--- src/rtl/game_fsm.sv ---
// game_fsm: match controller for a two-player ball game.
// Detects goals from the ball X position, keeps score, paces serves.
module game_fsm #(
  parameter int WIN_SCORE   = 5,
  parameter int SERVE_TICKS = 60,
  parameter int GOAL_MARGIN = 8,
  parameter int HOR_PIXELS  = 1024,
  parameter int BALL_SIZE   = 16
) (
  input  logic        clk,
  input  logic        rst,
  input  logic        timing_tick,
  input  logic        start,
  input  logic [10:0] x_ball,
  output logic [1:0]  state,
  output logic [3:0]  score_left,
  output logic [3:0]  score_right,
  output logic        winner,
  output logic        point_pulse
);

  typedef enum logic [1:0] {
    START = 2'b00,
    PLAY  = 2'b01,
    POINT = 2'b10,
    OVER  = 2'b11
  } state_t;

  localparam int RIGHT_TH =
    HOR_PIXELS - BALL_SIZE - GOAL_MARGIN;

  state_t      state_q;
  logic [3:0]  sl_q, sr_q;
  logic        win_q, pulse_q;
  logic        start_q;
  logic [7:0]  serve_q;

  logic signed [31:0] x_w;
  logic        left_goal, right_goal;
  logic        start_rise;
  logic [7:0]  serve_d;
  logic [3:0]  sl_d, sr_d;

  // 32-bit signed compare so no threshold can wrap
  assign x_w        = $signed({21'b0, x_ball});
  assign left_goal  = x_w <= GOAL_MARGIN;
  assign right_goal = x_w >= RIGHT_TH;
  assign start_rise = start & ~start_q;
  assign serve_d    = serve_q + 8'd1;
  assign sl_d       = (sl_q == 4'hF) ? sl_q : sl_q + 4'd1;
  assign sr_d       = (sr_q == 4'hF) ? sr_q : sr_q + 4'd1;

  // Match FSM with all outputs held in registers
  always_ff @(posedge clk) begin
    if (rst) begin
      state_q <= START;
      sl_q    <= 4'd0;
      sr_q    <= 4'd0;
      win_q   <= 1'b0;
      pulse_q <= 1'b0;
      start_q <= 1'b0;
      serve_q <= 8'd0;
    end else begin
      start_q <= start;
      pulse_q <= 1'b0;
      unique case (state_q)
        START: begin
          if (start_rise) begin
            state_q <= PLAY;
            sl_q    <= 4'd0;
            sr_q    <= 4'd0;
          end
        end
        PLAY: begin
          if (timing_tick && left_goal) begin
            sr_q    <= sr_d;
            pulse_q <= 1'b1;
            serve_q <= 8'd0;
            if (sr_d == 4'(WIN_SCORE)) begin
              state_q <= OVER;
              win_q   <= 1'b1;
            end else begin
              state_q <= POINT;
            end
          end else if (timing_tick && right_goal) begin
            sl_q    <= sl_d;
            pulse_q <= 1'b1;
            serve_q <= 8'd0;
            if (sl_d == 4'(WIN_SCORE)) begin
              state_q <= OVER;
              win_q   <= 1'b0;
            end else begin
              state_q <= POINT;
            end
          end
        end
        POINT: begin
          if (timing_tick) begin
            serve_q <= serve_d;
            if (serve_d == 8'(SERVE_TICKS))
              state_q <= PLAY;
          end
        end
        OVER: begin
          if (start_rise)
            state_q <= START;
        end
        default: state_q <= START;
      endcase
    end
  end

  assign state       = state_q;
  assign score_left  = sl_q;
  assign score_right = sr_q;
  assign winner      = win_q;
  assign point_pulse = pulse_q;

endmodule

--- config.mk ---
export PLATFORM = sky130hd
export DESIGN_NAME = game_fsm
export DESIGN_NICKNAME = d
export VERILOG_FILES = /design/src/rtl/game_fsm.sv
export SDC_FILE = /design/constraint.sdc
export NUM_CORES = 1
export LEC_CHECK = 0
export BUFFER_PORTS_ARGS = -buffer_cell sky130_fd_sc_hd__buf_2
export CORE_MARGIN = 5
export CORE_UTILIZATION = 40
export DETAILED_ROUTE_END_ITERATION = 16
export GPL_TIMING_DRIVEN = 0
export RECOVER_POWER = 100
export SYNTH_ARGS = -nofsm -noshare
export SYNTH_HDL_FRONTEND = slang
export SYNTH_SLANG_ARGS = --single-unit
--- constraint.sdc ---
create_clock -name clk -period 4.69 [get_ports clk]
set_input_delay 0.938 -clock clk [delete_from_list [all_inputs] [get_ports clk]]
set_output_delay 0.938 -clock clk [all_outputs]
set_load 0.03 [all_outputs]
==> flow_summary.yaml <==
run_status:
  status: "completed"
detailed_routing:
  wl_per_cell_um: 13.6
  drtIter0Drc: 102
  drtPass1Iterations: 4
  drt_wl_total_mm: 3.13
  remaining_drc_errors: 0
  via_per_inst: 5.59
  via_count: 1285
  antenna_left: 0
place:
  placed_cells: 226
  place.gp.congestion: 0.876
  hpwlAfterDp_mm: 2.41
  port_buffers: 25
die:
  ios: 27
  placementRows: 20
  die_x_um: 66.1
  coreArea_um2: 3030
  die-height_um: 66.1
  start_util: 0.415
  die-area_um2: 4370
sta:
  max_freq_ghz: 0.380
  drv_slew: 0
  clock_skew_ns: 0.00858
  tns_ns: 0
  rsz0062_at_grt: "false"
  period_needed_ns: 2.63
  slew-limit-headroom: 0.268
  min_period_over_period: 0.562
  hold_viol: 0
  setup_violations: 0
  tightestPinTransition_ns: 1.09
  timing.hold.ws_ns: 0.499
clock_tree:
  cts_buffers: 3
  cts_repair_resize_count: 0
  root_buffer: "clkbuf_4"
  cts.sink_count: 21
  htreeDepth: 1
  cts_setup_buffers: 0
  cts_tree: "yes"
  postCtsHoldBufs: 0
  clk_pin_slew_ns: 0.13
  cts.path.max_buffers: 2
  clk_latency_ns: 0.31
min_path:
  hp-class: "reg -> reg"
  hp-start: "serve_q[1]"
logic_synthesis:
  synth_cell_types: 45
  synthCells: 157
  syn_area_um2: 1260
  ys_async_sr_fraction: 0
  ys_seq_area_frac: 0.334
  synth_edf_count: 0
  yosys_warnings: 0
  synthFlopType: "dfxtp_1"
  avgSynthCellArea_um2: 8.01
  syn_nets: 177
  ys_ff_latch: 21
critical_path:
  cp-start-kind: "input pin"
  startpoint: "timing_tick"
  required_ns: 4.92
  arrival_ns: 2.87
  critical_path_class: "in -> reg"
  cp-end-kind: "flop"
  crit_path_max_fanout: 8
  r2r_start: "state[0]"
power:
  internal_power_mw: 0.239
  switchingPower_mw: 0.107
  p_seq_frac: 0.553
  leakagePower_nw: 0.513
  pwr-share-clk: 0.261
  p_total_mw: 0.346
  powerDensity_nw_per_um2: 241
  power.ir.vdd_worst_mv: 0.174
  sw_frac_of_total: 0.310
  p_comb_frac: 0.186
final_layout:
  area_delta_synth_final_pct: 14.1
  drive_gt1_frac: 0.108
  mostFrequentLayoutCell: "dfxtp_1"
  fin_nets: 207
  fill_cells: 332
  layoutNonFillerInstCount: 230
  layout_common_cells: "21 x dfxtp_1, 16 x clkbuf_1, 16 x nor2_1"
  antenna_cells: 0
global_routing:
  grt_pass1_wl_mm: 5.54
  met2_usage: 0.268
  grt_use_total: 0.160
  met1_usage: 0.212
  antenna_found_initial: 0
  top_usage_layer: "met2"
  overflow: 0
  grt_pass1_vias: 1169
  use_met3: 0.0459
  grt_max_degree: 13
job:
  max_cap_viol_count: 0
[state kept, by name, summed over array words and instances (netlist names)]
signal and flops:
state 2, score_right 4, serve_q 8, score_left 4
winner 1, start_q 1, point_pulse 1
[worst max-delay path, cell delays in order]
cell	delay [ns]
buf_2	0.15
nor4b_2	0.18
and3_1	0.18
o21ai_0	0.87
nand2_1	0.25
a311oi_1	0.31
[power by group through the flow]
stage / logic [mW] / clock network (mW) / registers, mW
after floorplan: 0.0381 / 0 / 0.202
after global placement: 0.0653 / 0 / 0.195
after detailed placement: 0.0671 / 0 / 0.195
after CTS: 0.0674 / 0.0909 / 0.191
after global routing: 0.0728 / 0.101 / 0.193
final: 0.0644 / 0.0902 / 0.191
[layout make-up]
class | instances | area (um^2) | share of cell area
repair buffers | 25 | 108 | 0.0750
plain buffers | 4 | 22.5 | 0.0157
well taps | 44 | 55.1 | 0.0384
inverters | 9 | 33.8 | 0.0235
flip-flops and latches | 21 | 420 | 0.293
clock inverters | 1 | 5.00 | 0.00349
multi-input cells | 123 | 768 | 0.535
clock buffers | 3 | 22.5 | 0.0157
[final timing paths]
check / to / slack [ns] / cells after the start
worst min register to register: serve_q[1] / 0.50 / 2
worst max-delay path: serve_q[6] / 2.06 / 6
worst max register to register: serve_q[6] / 2.56 / 5
worst min-delay path: serve_q[1] / 0.50 / 2
[Yosys cell counts, types with 2 or more instances]
cell      number  area (um^2)
a211oi_1       4         30.0
a311oi_1       2         17.5
nor2_1        16         60.1
nand2b_1       2         12.5
nor3b_1        2         15.0
o21a_1         2         15.0
nand3b_1       2         15.0
ha_1           5         62.6
a31oi_1        3         18.8
nand4_1        4         25.0
o22ai_1        2         12.5
buf_4          2         15.0
clkbuf_1       2         7.51
nor2b_1        2         12.5
a21o_1         2         15.0
dfxtp_1       21          420
nand3_1       12         60.1
xnor2_1        3         26.3
a41oi_1        2         17.5
a221oi_1       2         17.5
o211ai_1       2         15.0
inv_1          9         33.8
nor3_1         4         20.0
o21ai_0        7         35.0
a21oi_1       10         50.1
nand2_1       14         52.6
[metal layers]
layer | up-vias | part of all wire | wire, um
met4 | 0 | 0.0048 | 15
li1 | 638 | - | -
met3 | 2 | 0.043 | 135
met5 | - | 0 | 0
met1 | 620 | 0.46 | 1450
met2 | 25 | 0.49 | 1530
[per-stage QoR]
stage / worst slack (ns) / util / area [um^2]
floorplan: 2.60 / - / 1260
global placement: 2.35 / 0.475 / 1440
detailed placement: 2.34 / 0.475 / 1440
CTS: 2.65 / 0.484 / 1470
global route: 1.80 / 0.474 / 1440
finish: 2.06 / 0.474 / 1440
[cell families after synthesis]
logic type      count (synthesis)  share of synthesized area
compound gates                 46                      0.258
xor+xnor                        3                     0.0209
fa+ha+maj                       5                     0.0498
buf+inv                        13                     0.0448
flops                          21                      0.334
mux                             1                    0.00796
simple gates                   68                      0.285
No activity file was read; power rests on OpenSTA's default activity.
